File: src/rtl/clock_disp_pkg.sv
// Shared constants for the clock display scan: segment patterns, digit positions
// and the binary-to-BCD digit split.
package clock_disp_pkg;

  localparam int unsigned NUM_DIGITS = 6;

  // Active-low patterns ordered {g,f,e,d,c,b,a}.
  localparam logic [6:0] SEG_DIGIT [0:9] = '{
    7'b1000000,  // 0
    7'b1111001,  // 1
    7'b0100100,  // 2
    7'b0110000,  // 3
    7'b0011001,  // 4
    7'b0010010,  // 5
    7'b0000010,  // 6
    7'b1111000,  // 7
    7'b0000000,  // 8
    7'b0010000   // 9
  };
  localparam logic [6:0] SEG_DASH  = 7'b0111111;
  localparam logic [6:0] SEG_BLANK = 7'b1111111;

  // Anode positions, right to left on the HH.MM.SS display.
  localparam logic [2:0] DIG_SEC_ONES = 3'd0;
  localparam logic [2:0] DIG_SEC_TENS = 3'd1;
  localparam logic [2:0] DIG_MIN_ONES = 3'd2;
  localparam logic [2:0] DIG_MIN_TENS = 3'd3;
  localparam logic [2:0] DIG_HR_ONES  = 3'd4;
  localparam logic [2:0] DIG_HR_TENS  = 3'd5;

  function automatic logic [3:0] tens_of(input logic [5:0] v);
    return 4'(v / 6'd10);
  endfunction

  function automatic logic [3:0] ones_of(input logic [5:0] v);
    return 4'(v % 6'd10);
  endfunction

endpackage

File: src/rtl/clock_display_scan_seg7_encode.sv
// BCD to active-low seven-segment pattern; non-decimal codes show a dash.
module seg7_encode
  import clock_disp_pkg::*;
(
  input  logic [3:0] bcd_i,
  output logic [6:0] seg_o
);

  // Table lookup with explicit constant indices.
  always_comb begin
    seg_o = SEG_DASH;
    case (bcd_i)
      4'd0:    seg_o = SEG_DIGIT[0];
      4'd1:    seg_o = SEG_DIGIT[1];
      4'd2:    seg_o = SEG_DIGIT[2];
      4'd3:    seg_o = SEG_DIGIT[3];
      4'd4:    seg_o = SEG_DIGIT[4];
      4'd5:    seg_o = SEG_DIGIT[5];
      4'd6:    seg_o = SEG_DIGIT[6];
      4'd7:    seg_o = SEG_DIGIT[7];
      4'd8:    seg_o = SEG_DIGIT[8];
      4'd9:    seg_o = SEG_DIGIT[9];
      default: seg_o = SEG_DASH;
    endcase
  end

endmodule

File: src/rtl/clock_display_scan.sv
// Six-digit multiplexed HH.MM.SS display driver. Snapshots the time once per
// scan so a scan never mixes old and new values, supports 12/24-hour display
// and blanks all anodes for a short guard at the start of each digit slot.
module clock_display_scan
  import clock_disp_pkg::*;
#(
  parameter int unsigned REFRESH_DIV = 100000,
  parameter int unsigned GUARD       = 4
) (
  input  logic       clk_i,
  input  logic       reset_ni,
  input  logic [4:0] hour_i,
  input  logic [5:0] min_i,
  input  logic [5:0] sec_i,
  input  logic       fmt12_i,
  output logic [5:0] an_o,
  output logic [6:0] seg_o,
  output logic       dp_o
);

  localparam int unsigned PreW = (REFRESH_DIV > 1) ? $clog2(REFRESH_DIV) : 1;
  localparam logic [PreW-1:0] PreMax   = PreW'(REFRESH_DIV - 1);
  localparam logic [PreW-1:0] GuardVal = PreW'(GUARD);

  logic [PreW-1:0] pre_q, pre_d;
  logic [2:0]      dig_q, dig_d;
  logic            load_pend_q;
  logic [4:0]      hour_q;
  logic [5:0]      min_q, sec_q;
  logic            fmt12_q;
  logic [5:0]      an_q, an_d;
  logic [6:0]      seg_q, seg_d;
  logic            dp_q, dp_d;

  logic            pre_wrap;
  logic            snap_load;

  logic            hour_ok, min_ok, sec_ok;
  logic [4:0]      hour_disp;
  logic            pm;
  logic [3:0]      hr_tens, hr_ones;

  logic [3:0]      bcd;
  logic            dash, blank;
  logic [6:0]      enc_seg;

  // Prescaler and scan counter; snapshot loads at the end of a full scan or
  // on the first edge out of reset.
  always_comb begin
    pre_wrap  = (pre_q == PreMax);
    pre_d     = pre_wrap ? '0 : pre_q + 1'b1;
    dig_d     = dig_q;
    if (pre_wrap) begin
      dig_d = (dig_q == DIG_HR_TENS) ? DIG_SEC_ONES : dig_q + 3'd1;
    end
    snap_load = load_pend_q || (pre_wrap && (dig_q == DIG_HR_TENS));
  end

  // Range check and 12/24-hour conversion of the snapshot.
  always_comb begin
    hour_ok   = (hour_q <= 5'd24);
    min_ok    = (min_q <= 6'd59);
    sec_ok    = (sec_q <= 6'd59);
    hour_disp = hour_q;
    if (fmt12_q) begin
      if (hour_q == 5'd0 || hour_q == 5'd12 || hour_q == 5'd24) begin
        hour_disp = 5'd12;
      end else if (hour_q >= 5'd13 && hour_q <= 5'd23) begin
        hour_disp = hour_q - 5'd12;
      end
    end
    pm      = fmt12_q && (hour_q >= 5'd12) && (hour_q <= 5'd23);
    hr_tens = tens_of({1'b0, hour_disp});
    hr_ones = ones_of({1'b0, hour_disp});
  end

  // Select the BCD value, overrides and decimal point for the current digit.
  always_comb begin
    bcd   = 4'd0;
    dash  = 1'b0;
    blank = 1'b0;
    dp_d  = 1'b1;
    case (dig_q)
      DIG_SEC_ONES: begin
        bcd  = ones_of(sec_q);
        dash = !sec_ok;
        dp_d = !pm;
      end
      DIG_SEC_TENS: begin
        bcd  = tens_of(sec_q);
        dash = !sec_ok;
      end
      DIG_MIN_ONES: begin
        bcd  = ones_of(min_q);
        dash = !min_ok;
        dp_d = 1'b0;
      end
      DIG_MIN_TENS: begin
        bcd  = tens_of(min_q);
        dash = !min_ok;
      end
      DIG_HR_ONES: begin
        bcd  = hr_ones;
        dash = !hour_ok;
        dp_d = 1'b0;
      end
      DIG_HR_TENS: begin
        bcd   = hr_tens;
        dash  = !hour_ok;
        // Leading zero suppression only in 12-hour mode.
        blank = fmt12_q && hour_ok && (hr_tens == 4'd0);
      end
      default: blank = 1'b1;
    endcase
  end

  seg7_encode u_seg7_encode (
    .bcd_i (bcd),
    .seg_o (enc_seg)
  );

  // Segment priority and anode gating for the registered outputs.
  always_comb begin
    if (blank) begin
      seg_d = SEG_BLANK;
    end else if (dash) begin
      seg_d = SEG_DASH;
    end else begin
      seg_d = enc_seg;
    end
    if (pre_q < GuardVal) begin
      an_d = '1;
    end else begin
      an_d = ~(6'b000001 << dig_q);
    end
  end

  // All state: scan counters, snapshot and output registers.
  always_ff @(posedge clk_i or negedge reset_ni) begin
    if (!reset_ni) begin
      pre_q       <= '0;
      dig_q       <= DIG_SEC_ONES;
      load_pend_q <= 1'b1;
      hour_q      <= '0;
      min_q       <= '0;
      sec_q       <= '0;
      fmt12_q     <= 1'b0;
      an_q        <= '1;
      seg_q       <= SEG_BLANK;
      dp_q        <= 1'b1;
    end else begin
      pre_q       <= pre_d;
      dig_q       <= dig_d;
      load_pend_q <= 1'b0;
      if (snap_load) begin
        hour_q  <= hour_i;
        min_q   <= min_i;
        sec_q   <= sec_i;
        fmt12_q <= fmt12_i;
      end
      an_q        <= an_d;
      seg_q       <= seg_d;
      dp_q        <= dp_d;
    end
  end

  assign an_o  = an_q;
  assign seg_o = seg_q;
  assign dp_o  = dp_q;

endmodule

File: config.mk
export PLATFORM = sky130hd
export DESIGN_NAME = clock_display_scan
export DESIGN_NICKNAME = d
export VERILOG_FILES = /design/src/rtl/clock_disp_pkg.sv /design/src/rtl/clock_display_scan_seg7_encode.sv /design/src/rtl/clock_display_scan.sv
export SDC_FILE = /design/constraint.sdc
export NUM_CORES = 1
export LEC_CHECK = 0
export CORE_UTILIZATION = 49
export DETAILED_ROUTE_END_ITERATION = 7
export GPL_ROUTABILITY_DRIVEN = 0
export PLACE_DENSITY_LB_ADDON = 0.15
export SLEW_MARGIN = 25
export SYNTH_ARGS = -nofsm -noshare
export SYNTH_HDL_FRONTEND = slang
export SYNTH_HIERARCHICAL = 1
export SYNTH_SLANG_ARGS = --single-unit
export TNS_END_PERCENT = 10
File: constraint.sdc
create_clock -name clk_i -period 4.8 [get_ports clk_i]
set_input_delay 0.96 -clock clk_i [delete_from_list [all_inputs] [get_ports clk_i]]
set_output_delay 0.96 -clock clk_i [all_outputs]
set_load 0.03 [all_outputs]
==> results.toml, run 1 <==
[run_status]
outcome = "completed"

[yosys]
top_ff_cell_synth = "sky130_fd_sc_hd__dfrtp_1"
post_synth_inst_count = 380
largest_family_of_logic_cells_by_synthesized_area = "simple AND/OR/NAND/NOR gates"
post_synth_and_or_nand_nor_area_fraction_pct = 21.2
synth_cell_types = 64
count_of_flip_flops_with_a_built_in_enable_after_synthesis = 0
synthMuxAreaShare_pct = 8.75
synth_xor_area_share_pct = 4.20
number_of_synthesized_register_bits = 53
synth_compound_area_share_pct = 17.6
post_synthesis_share_of_cell_area_spent_on_full_adders_half_adders_and_majority_gates_pct = 5.65
synth_area_per_cell_sq_um = 9.33
async_flop_share_pct = 100
syn_nets = 416
yosysSeqAreaShare_pct = 37.9
netlist_area_sq_um = 3550
ys_warn_count = 6

[hold_path]
hold_path_class = "flop to flop"

[job]
reported_max_cap_violation_count = 0

[drt]
drt-initial-drc-count = 264
avgViaCountPerCell = 5.73
drc = 0
detailedRoute.firstPassIterationCount = 4
route.vias.total = 2917
detail_route.wirelength_um = 7870
detail-route-antenna-nets = 0
route.detailed.wl_per_inst_um = 15.5

[cells_and_area]
final_cell_mix = "37 x sky130_fd_sc_hd__dfrtp_1, 32 x sky130_fd_sc_hd__clkdlybuf4s50_1, 27 x sky130_fd_sc_hd__nor2_1"
diodes = 0
layout.cells.most_common = "sky130_fd_sc_hd__dfrtp_1"
final_layout_size_suffix_gt1_share_pct = 15.7
nNetsFinal = 448
synthToLayoutAreaGrowth_pct = 14.5

[sta]
timing_hold_violations_final = 0
final_hold_slack_ns = 0.495
fin_setup_tns_ns = 0
clock_skew_ns = 0.00799
final-setup-viol-count = 0
slew_viol_final = 0
grt_setup_unrepaired = "no"
max_slew.worst_pin.slew_ns = 0.762
fin_crit_sh_pct = 91.6
finalWorstPathRequiredPeriod_ns = 4.40
maxSlewHeadroom_pct = 48.5
fmax_ghz = 0.227

[global_routing]
maximum_number_of_pins_on_one_net_before_global_route_repair = 54
first_pass_grt_wire_length_um = 13700
overflow_after_grt = 0
grt.total_usage_pct = 23.2
first_global_vias = 2882
antenna_found_initial = 0

[clocking]
cts_hold_buffers = 0
clock_sink_count = 53
clock_tree_from_tritoncts = "yes"
cts_max_level = 2
worstSkewPairLatency_ns = 0.30
cts_max_path_buffers = 2
ctsRootBufferMaster = "sky130_fd_sc_hd__clkbuf_8"
cts_post_setup_buffers_inserted = 0
worst_setup_hold_path_clk_slew_ns = 0.10
cts_buffer_count = 5

[power_and_ir_drop]
totalPowerFinal_mw = 1.29
power.ir.vdd_worst_mv = 0.137
power.density_cell_area_nw_per_um2 = 318
cellLeakagePower_nw = 1.70

[floorplanning]
die_area_sq_um = 7580
fp.dieW_um = 87.1
initial_core_util_pct = 51.3
die_h_um = 87.1
std_cell_rows = 30
placeableCoreArea_sq_um = 6910
floorplan.io_pins = 34

[setup_path]
worst_setup_path_start_kind = "flop"
critPathTopFamily = "simple AND/OR/NAND/NOR gates"
slowest_stage = "sky130_fd_sc_hd__dfrtp_2"
crit_buf_inv = 2
timing.critical_path.required_ns = 5.02
worstSetupEndpointType = "flop"
timing.critical_path.arrival_ns = 4.62
critical_path_class = "flop to flop"
worst-path-max-fanout = 13
max_stage_delay_ns = 0.49
worstPathCellList = "inv_1, ha_1, or3_1, o2111ai_1, nand2_1, a211o_1, nand2_1, inv_1, ha_1, and2_1, or4_1, nand3_1, o311a_1, mux2_2, o22ai_2, nor3b_1, a21oi_1, nand2b_1"

[placed_design]
hpwlAfterDp_um = 6000
buffer_ports.inserted = 33
[through the flow]
step           cell area, sq um  setup slack, ns  instances  utilization (%)
4_1_cts                    4060            0.355        509             58.8
2_1_floorplan              3550            0.293        380                -
6_report                   4060            0.403        509             58.8
3_3_place_gp               3970            0.515        501             57.5
5_1_grt                    4060           0.0134        509             58.8
3_5_place_dp               3970            0.385        501             57.5
[timing repair]
item / in CTS / in global routing
endpoints found under the hold margin: 0 / 0
resized for setup: 0 / 1
endpoints found under the setup margin: 0 / 6
[sequential cells by signal, summed over array words and instances (netlist names)]
signal	cells
fmt12_q	1
min_q	6
load_pend_q	1
an_o	6
seg_o	7
hour_q	5
dig_q	3
dp_o	1
sec_q	6
pre_q	17
[layer usage]
| metal | vias up | wire [um] | GRT usage (%) |
|---|---|---|---|
| li1 | 1420 | - | - |
| met1 | 1399 | 3620 | 30.2 |
| met2 | 82 | 3730 | 38.9 |
| met3 | 16 | 340 | 4.27 |
| met4 | 0 | 176 | 7.73 |
| met5 | - | 0 | 0 |
[worst register-to-register path, stage by stage (launching register included)]
cell and delay (ns):
sky130_fd_sc_hd__dfrtp_2 0.49, sky130_fd_sc_hd__inv_1 0.10, sky130_fd_sc_hd__ha_1 0.19, sky130_fd_sc_hd__or3_1 0.39
sky130_fd_sc_hd__o2111ai_1 0.20, sky130_fd_sc_hd__nand2_1 0.10, sky130_fd_sc_hd__a211o_1 0.33, sky130_fd_sc_hd__nand2_1 0.12
sky130_fd_sc_hd__inv_1 0.05, sky130_fd_sc_hd__ha_1 0.28, sky130_fd_sc_hd__and2_1 0.15, sky130_fd_sc_hd__or4_1 0.40
sky130_fd_sc_hd__nand3_1 0.10, sky130_fd_sc_hd__o311a_1 0.27, sky130_fd_sc_hd__mux2_2 0.37, sky130_fd_sc_hd__o22ai_2 0.32
sky130_fd_sc_hd__nor3b_1 0.25, sky130_fd_sc_hd__a21oi_1 0.06, sky130_fd_sc_hd__nand2b_1 0.14
[area by class of cell]
type | instances | area [sq um]
clock buffers | 6 | 72.6
clock inverters | 2 | 15.0
fillers | 659 | 2850
inverters | 18 | 67.6
multi-input cells | 291 | 2040
flip-flops and latches | 53 | 1350
well taps | 96 | 120
repair buffers | 43 | 400
[cell usage after synthesis (3+ instances only)]
master	number	share of area, %
sky130_fd_sc_hd__a211o_1	5	1.2
sky130_fd_sc_hd__a21o_1	4	0.85
sky130_fd_sc_hd__a21oi_1	23	3.2
sky130_fd_sc_hd__a221oi_1	3	0.74
sky130_fd_sc_hd__a31oi_1	3	0.53
sky130_fd_sc_hd__and2_1	3	0.53
sky130_fd_sc_hd__and3_1	5	0.88
sky130_fd_sc_hd__buf_2	4	0.56
sky130_fd_sc_hd__buf_6	3	0.95
sky130_fd_sc_hd__clkbuf_1	10	1.1
sky130_fd_sc_hd__dfrtp_1	38	27
sky130_fd_sc_hd__dfstp_2	15	11
sky130_fd_sc_hd__ha_1	16	5.6
sky130_fd_sc_hd__inv_1	17	1.8
sky130_fd_sc_hd__mux2_2	24	7.6
sky130_fd_sc_hd__mux2i_1	4	1.1
sky130_fd_sc_hd__nand2_1	25	2.6
sky130_fd_sc_hd__nand2b_1	14	2.5
sky130_fd_sc_hd__nand3_1	17	2.4
sky130_fd_sc_hd__nand4_1	5	0.88
sky130_fd_sc_hd__nor2_1	27	2.9
sky130_fd_sc_hd__nor2b_1	9	1.6
sky130_fd_sc_hd__nor3_1	9	1.3
sky130_fd_sc_hd__nor3b_1	7	1.5
sky130_fd_sc_hd__nor4_1	4	0.71
sky130_fd_sc_hd__o21ai_0	18	2.5
sky130_fd_sc_hd__or3_1	3	0.53
sky130_fd_sc_hd__xnor2_1	8	2.0
sky130_fd_sc_hd__xor2_1	9	2.2
[worst paths after layout]
kind | from | endpoint | slack [ns] | cells past startpoint
setup / recovery | hour_q[3] | seg_o[0] | 0.40 | 18
hold / removal | pre_q[0] | pre_q[0] | 0.49 | 1
setup reg to reg | hour_q[3] | seg_o[0] | 0.40 | 18
hold reg to reg | pre_q[0] | pre_q[0] | 0.49 | 1
max in group asynchronous | reset_ni | hour_q[3] | 3.59 | 2
min in group asynchronous | reset_ni | sec_q[3] | 0.75 | 2
[logic make-up after synthesis]
logic type | after synthesis
XOR/XNOR | 17
flip-flops | 53
AND/OR/NAND/NOR | 142
other | 1
adder cells (fa/ha/maj) | 16
multiplexers | 28
AO/OA/AOI/OAI | 87
buffers and inverters | 36
[report_power, final]
group / total, mW / internal, mW / switching [mW] / leakage [nW]
clock: 0.252 / 0.103 / 0.148 / 0.0374
sequential: 0.546 / 0.513 / 0.0333 / 0.631
combinational: 0.493 / 0.224 / 0.270 / 1.03
(Power assumes the default switching activity.)
==> run 2, diff against run 1 <==
CORE_UTILIZATION = 46   (was 49)
CTS_CLUSTER_SIZE = 12   (was unset)
==> run 2 against run 1 <==
Net effect:
- clock power increased by 30%
- clock skew increased by 0.0026 ns
- global-route usage shrank 2.6 points
- via count is 0.58% lower
- largest power group unchanged
- highest routed layer unchanged
==> results.toml, run 2 (synthesized netlist as in run 1, its figures left out) <==
[sta]
slew_viol_final = 0
grt_setup_unrepaired = "no"
finalWorstPathRequiredPeriod_ns = 4.43
maxSlewHeadroom_pct = 46.5
timing_hold_violations_final = 0
fin_setup_tns_ns = 0
fin_crit_sh_pct = 92.3
fmax_ghz = 0.226
final_hold_slack_ns = 0.484
setup_ws_ns = 0.372
final-setup-viol-count = 0
clock_skew_ns = 0.0106
max_slew.worst_pin.slew_ns = 0.797

[setup_path]
worst-path-max-fanout = 15
critPathMostFrequentCell = "sky130_fd_sc_hd__nand2_1"
worst_setup_path_start_kind = "flop"
critical_path_class = "flop to flop"
worstPathCellList = "a21o_1, a221oi_4, nand2_1, a211o_1, nand2_1, inv_1, ha_1, and2_1, or4_1, nand3_1, o311a_1, mux2_2, o22ai_4, nand2_1, a21oi_1, inv_1, o21ai_0"
worstSetupEndpointType = "flop"
max_stage_delay_ns = 0.56
slowest_stage = "sky130_fd_sc_hd__dfrtp_1"
timing.critical_path.required_ns = 5.03
timing.critical_path.arrival_ns = 4.65

[global_routing]
grt.total_usage_pct = 20.6
antenna_found_initial = 0
first_pass_grt_wire_length_um = 13400
first_global_vias = 2772
maximum_number_of_pins_on_one_net_before_global_route_repair = 54
overflow_after_grt = 0

[floorplanning]
floorplan.io_pins = 34
std_cell_rows = 31
placeableCoreArea_sq_um = 7370
die_area_sq_um = 8060
fp.dieW_um = 89.8
die_h_um = 89.8
initial_core_util_pct = 48.1

[power_and_ir_drop]
share_seq_of_total_power_pct = 40.0
cellLeakagePower_nw = 1.71
power.ir.vdd_worst_mv = 0.164
cellInternalPower_mw = 0.898
totalPowerFinal_mw = 1.37
switching_power_mw = 0.475
power.density_cell_area_nw_per_um2 = 336
p_sw_share_pct = 34.6
logic_gate_share_of_total_power_pct = 36.1
p_clk_share_pct = 23.9

[cells_and_area]
layout.cells.most_common = "sky130_fd_sc_hd__dfrtp_1"
synthToLayoutAreaGrowth_pct = 15.4
final_area_sq_um = 4090
final_core_utilization_pct = 55.5
final_cells = 509
largest_reg_flops = 17
final_cell_mix = "37 x sky130_fd_sc_hd__dfrtp_1, 32 x sky130_fd_sc_hd__clkdlybuf4s50_1, 27 x sky130_fd_sc_hd__nor2_1"
final_layout_size_suffix_gt1_share_pct = 15.9
diodes = 0
top_register = "pre_q"
nNetsFinal = 445

[clocking]
cts_hold_buffers = 0
worst_setup_hold_path_clk_slew_ns = 0.11
ctsRootBufferMaster = "sky130_fd_sc_hd__clkbuf_8"
cts_buffer_count = 5
clock_sink_count = 53
cts_max_level = 2
worstSkewPairLatency_ns = 0.32
clock_tree_from_tritoncts = "yes"
cts_max_path_buffers = 2

[job]
reported_max_cap_violation_count = 0

[drt]
route.detailed.wl_per_inst_um = 15.2
drc = 0
route.vias.total = 2900
detail_route.wirelength_um = 7730
detailedRoute.firstPassIterationCount = 4
detail-route-antenna-nets = 0
avgViaCountPerCell = 5.70
drt-initial-drc-count = 172

[placed_design]
dp_cells = 501
hpwlAfterDp_um = 5740
placed_area_sq_um = 3960
detailedPlace.worstSlack_ns = 0.249
buffer_ports.inserted = 33

[hold_path]
hold_path_class = "flop to flop"

[run_status]
outcome = "completed"
## run 2: cell count changes in the layout (fill, tap and decap cells not counted)
cell                         delta
sky130_fd_sc_hd__buf_4          -3
sky130_fd_sc_hd__a21oi_1        -1
sky130_fd_sc_hd__a21oi_4        +1
sky130_fd_sc_hd__bufinv_16      +1
sky130_fd_sc_hd__clkbuf_1       -1
sky130_fd_sc_hd__clkinvlp_4     -1
sky130_fd_sc_hd__ha_1           -1
sky130_fd_sc_hd__ha_2           +1
sky130_fd_sc_hd__inv_8          +1
sky130_fd_sc_hd__o22ai_2        -1
sky130_fd_sc_hd__o22ai_4        +1
## run 2: layout make-up
class / count / area [sq um]
clock buffer: 5 / 68.8
clock inverter: 3 / 48.8
fill: 663 / 3280
inverter: 18 / 67.6
multi-input combinational: 291 / 2060
sequential: 53 / 1350
tap: 99 / 124
timing repair buffer: 40 / 378
## run 2: timing repair
action / CTS / global route
endpoints found under the setup margin: 0 / 7
gates resized for setup: 0 / 3
buffers inserted: 0 / 0
## run 2: worst max-delay path, delay by kind of cell, from the launching register on
family / cells / cell delay, ns
flip-flops: 1 / 0.56
buffers and inverters: 2 / 0.10
adder cells (fa/ha/maj): 1 / 0.28
multiplexers: 1 / 0.38
AO/OA/AOI/OAI: 7 / 2.07
AND/OR/NAND/NOR: 6 / 0.92
## run 2: worst paths after layout
check                          from  cells after the start        end  slack, ns
min in group asynchronous  reset_ni                      2   pre_q[8]       0.73
hold / removal             pre_q[0]                      1   pre_q[0]       0.48
setup reg to reg           dig_q[2]                     17   seg_o[6]       0.37
max in group asynchronous  reset_ni                      2  hour_q[2]       3.59
setup / recovery           dig_q[2]                     17   seg_o[6]       0.37
hold reg to reg            pre_q[0]                      1   pre_q[0]       0.48
## run 2: power groups by stage
stage	Combinational (mW)	Clock (mW)	Sequential [mW]
finish	0.496	0.328	0.550
global route	0.551	0.351	0.558
floorplan	0.291	0	0.608
detailed placement	0.490	0	0.557
global placement	0.482	0	0.555
CTS	0.492	0.336	0.549
## run 2: routing by layer
metal  share of wire [%]  vias to the layer above  global-route usage (%)
li1                    -                     1422                       -
met1                  49                     1390                    29.2
met2                  46                       75                    32.6
met3                 3.6                       13                    2.71
met4                 1.8                        0                    6.69
met5                   0                        -                       0
==> patch 1: new RTL, config.mk and constraints of run 2 <==
`REFRESH_DIV`: 100000 -> 25000.
--- a/src/rtl/clock_display_scan.sv
+++ b/src/rtl/clock_display_scan.sv
@@ -5,5 +5,5 @@
   import clock_disp_pkg::*;
 #(
-  parameter int unsigned REFRESH_DIV = 100000,
+  parameter int unsigned REFRESH_DIV = 25000,
   parameter int unsigned GUARD       = 4
 ) (
Check against the original RTL: no difference found for any inputs over 10 cycles, from zero or initial values and one cycle with reset_ni low; that may be too few to reach the edited logic, so the function may still have changed.
==> patch 1 against run 2 <==
  * Area after synthesis is 1.9% lower
  * Sequential share of layout area is 0.97 points lower
  * Count of clock-buffer cells in the layout is 1 higher
  * Non-clock buffer count is 1 higher
  * Utilization is 0.093 points higher
  * Die area is 1.9% lower
  * Clock power is 6.1% lower
  * Sequential cell count is 2 lower
  * Synthesized cell count is 0.79% lower
  * Routed wire length is 0.39% lower
  * Total power is 2.8% lower
  * Final area is 0.89% lower
  * Setup slack worse by 6.1 ps
  * Global-route usage is 0.56 points higher
  * Largest power group unchanged
==> patch 1: results (changes against run 2) <==
metric	value	unit	change
status	completed		unchanged
drv_slew	0		unchanged
fin_nets	452		was 445
grtUsageTotal	21.2	%	was 20.6%
p_total	1.34	mW	was 1.37 mW
h-tree-depth	2		unchanged
place_ws	274	ps	was 249 ps
fin_skew	14.7	ps	was 10.6 ps
ys_ff_latch	51		was 53
cts_setup_buffers	0		unchanged
yosys-top-cells-area	dfrtp_1 (26%), dfstp_2 (11%), mux2_2 (8.4%)		was dfrtp_1 (27%), dfstp_2 (11%), mux2_2 (7.6%)
cpLargestDelayFamily	compound AO/OA/AOI/OAI gates		unchanged
comb_power_share	37.2	%	was 36.1%
buffers	41		was 40
clkbuf_count	6		was 5
drive_above_1_share	17.6	%	was 15.9%
grt_first_pass_wirelength	13000	um	was 13400 um
inv_count	17		was 18
bufAreaShareNonClock	9.50	%	was 9.23%
multi_input_area_share	51.2	%	was 50.3%
grt_antenna_before_repair	0		unchanged
area_growth	16.6	%	was 15.4%
seqCellArea	0.00129	mm^2	was 0.00135 mm^2
num-multi-input-gates	297		was 291
clock_area_share	2.75	%	was 2.87%
synth_flop_cell	dfrtp_1		unchanged
slowest_delay	530	ps	was 560 ps
synthMuxAreaShare	10.0	%	was 8.75%
synth_adder_area_share	6.83	%	was 5.65%
seq_area_frac_synth	37.2	%	was 37.9%
synth-xor-area-share	3.78	%	was 4.20%
placed_area	0.00393	mm^2	was 0.00396 mm^2
r2r-end	seg_o[2]		was seg_o[6]
grt_pass1_vias	2754		was 2772
ir_worst_vdd	0.142	mV	was 0.164 mV
power_clock	308	uW	was 328 uW
cpMaxStageDelayCell	a222oi_1		was dfrtp_1
intPower	878	uW	was 898 uW
fin_cells	513		was 509
critPathMaxFanout	10		was 15
drt_iter0_drc	168		was 172
clkLatencyLatePin	310	ps	
num_vias	2890		was 2900
largest_reg_flops	15		was 17
synth-compound-area-share	17.8	%	was 17.6%
clk_pin_slew	110	ps	about the same
nFillCells	694		was 663
cp.arrival	4660	ps	was 4650 ps
cp-startpoint	hour_q[2]		was dig_q[2]
grt_max_degree	28		was 54
timing.slew.headroom	52.4	%	was 46.5%
synth.distinct_cells	68		was 64
synth_area_per_cell	9.23	um^2	was 9.33 um^2
synth_fp_nets	416		unchanged
wire_per_inst	15.0	um	was 15.2 um
power_leakage	1.71	nW	about the same
ys_top_cells_by_count	nand2_1 (38), dfrtp_1 (36), nor2_1 (29), mux2_2 (26)		was dfrtp_1 (38), nor2_1 (27), nand2_1 (25), mux2_2 (24), a21oi_1 (23)
hpwl	5790	um	was 5740 um
mappedNetlistArea	0.00348	mm^2	was 0.00355 mm^2
fmax	226	MHz	about the same
==> patch 1: per-layer routing <==
layer,track usage [%],routed length [um],vias up
li1,-,-,1431
met1,29.2,3800,1384
met4,5.77,110,0
met2,35.0,3560,63
met3,3.05,219,12
met5,0,0,-
==> patch 1: worst min path at each step <==
stage                   from       end  slack (ps)  cells past startpoint
global route        pre_q[0]  pre_q[0]         490                      1
finish              pre_q[0]  pre_q[0]         470                      1
floorplan           pre_q[0]  pre_q[0]         430                      1
detailed placement  pre_q[0]  pre_q[0]         460                      1
global placement    pre_q[0]  pre_q[0]         450                      1
CTS                 pre_q[0]  pre_q[0]         470                      1
==> patch 1: what timing repair did <==
item,CTS,global route
resized for setup,0,2
endpoints found under the setup margin,0,6
hold buffers,0,0
==> patch 1: kinds of logic (layout without fill, tap and decap cells) <==
logic type	Yosys count	after routing
DFF	51	51
xor gates and xnor gates	15	15
buffers and inverters	29	66
and+or+nand+nor	141	141
other	1	1
AOI/OAI and AO/OA	90	90
adders and majority gates	19	19
muxes	31	31
==> patch 2: new RTL, settings of run 2 <==
Without the edit above. Register the inputs `hour_i`, `min_i`, `sec_i` and `fmt12_i` before use. The logic sees them one clock later.
--- a/src/rtl/clock_display_scan.sv
+++ b/src/rtl/clock_display_scan.sv
@@ -22,4 +22,16 @@
   localparam logic [PreW-1:0] PreMax   = PreW'(REFRESH_DIV - 1);
   localparam logic [PreW-1:0] GuardVal = PreW'(GUARD);
+
+  logic [4:0] hour_r;
+  logic [5:0] min_r;
+  logic [5:0] sec_r;
+  logic fmt12_r;
+
+  always_ff @(posedge clk_i) begin
+    hour_r  <= hour_i;
+    min_r   <= min_i;
+    sec_r   <= sec_i;
+    fmt12_r <= fmt12_i;
+  end
 
   logic [PreW-1:0] pre_q, pre_d;
@@ -154,8 +166,8 @@
       load_pend_q <= 1'b0;
       if (snap_load) begin
-        hour_q  <= hour_i;
-        min_q   <= min_i;
-        sec_q   <= sec_i;
-        fmt12_q <= fmt12_i;
+        hour_q  <= hour_r;
+        min_q   <= min_r;
+        sec_q   <= sec_r;
+        fmt12_q <= fmt12_r;
       end
       an_q        <= an_d;
Check against the original RTL: not equivalent (a bounded check fails within 4 cycles, from zero or initial values and one cycle with reset_ni low).
==> patch 2 against run 2 <==
  * Via count up 3.6%
  * Setup slack better by 28 ps
  * Global-route usage down 0.071 points
  * Final area up 9.8%
  * Highest routed layer unchanged
  * Fmax up 0.63%
  * Clock power up 28%
  * Sequential cell count up 18
  * Die area up 9.4%
  * Cell count up 5.7%
  * Sequential power up 29%
  * Total power up 18%
  * Critical endpoint is now seg_o[3]
  * Largest power group unchanged
  * Routed wire length up 4.5%
  * Area after synthesis up 9.6%
==> patch 2: results (changes against run 2) <==
metric	value	unit	change
hold_path.startpoint	fmt12_r		was pre_q[0]
placed_area	0.00430	mm^2	was 0.00396 mm^2
whs	457	ps	was 484 ps
r2r-end	seg_o[3]		was seg_o[6]
synth-xor-area-share	4.06	%	was 4.20%
fin_nets	464		was 445
ir_worst_vdd	0.177	mV	was 0.164 mV
yosys-top-cells-area	dfrtp_1 (24%), dfstp_2 (10%), dfxtp_1 (9.3%)		was dfrtp_1 (27%), dfstp_2 (11%), mux2_2 (7.6%)
synth-compound-area-share	17.2	%	was 17.6%
seq_cell_power	707	uW	was 550 uW
h-tree-depth	3		was 2
grtUsageTotal	20.5	%	was 20.6%
reg2reg_from	hour_q[2]		was dig_q[2]
period_share	91.7	%	was 92.3%
status	completed		unchanged
synth.distinct_cells	73		was 64
synth_fp_nets	426		was 416
power_leakage	1.83	nW	was 1.71 nW
cts-buffers-inserted	9		was 5
swShare	33.2	%	was 34.6%
drive_above_1_share	18.5	%	was 15.9%
wire_per_inst	15.0	um	was 15.2 um
dpl.cell_count	520		was 501
num_vias	3003		was 2900
hpwl	5950	um	was 5740 um
place_ws	76.8	ps	was 249 ps
critPathMaxFanout	14		was 15
synth_area_per_cell	9.97	um^2	was 9.33 um^2
seq_area_frac_synth	43.9	%	was 37.9%
patch 2: logic make-up after synthesis:
kind of cell / count (synthesis)
AO/OA/AOI/OAI: 94
XOR/XNOR: 18
adder cells (fa/ha/maj): 17
buffers and inverters: 34
flip-flops: 71
multiplexers: 27
other: 1
AND/OR/NAND/NOR: 128
patch 2: layer usage:
metal	part of all wire, %	track usage, %	vias to the layer above	wire length (um)
met1	46	26.5	1425	3750
met3	5.0	3.64	4	407
li1	-	-	1492	-
met4	0.81	7.44	0	65
met5	0	0	-	0
met2	48	34.4	82	3850
patch 2: layout make-up:
| type | count | area (um^2) | area share, % |
|---|---|---|---|
| Sequential cell | 71 | 1710 | 37.9 |
| Inverter | 18 | 70.1 | 1.56 |
| Tap cell | 105 | 131 | 2.92 |
| Clock buffer | 10 | 128 | 2.84 |
| Timing Repair Buffer | 43 | 400 | 8.91 |
| Clock inverter | 6 | 45.0 | 1.00 |
| Multi-Input combinational cell | 285 | 2020 | 44.8 |
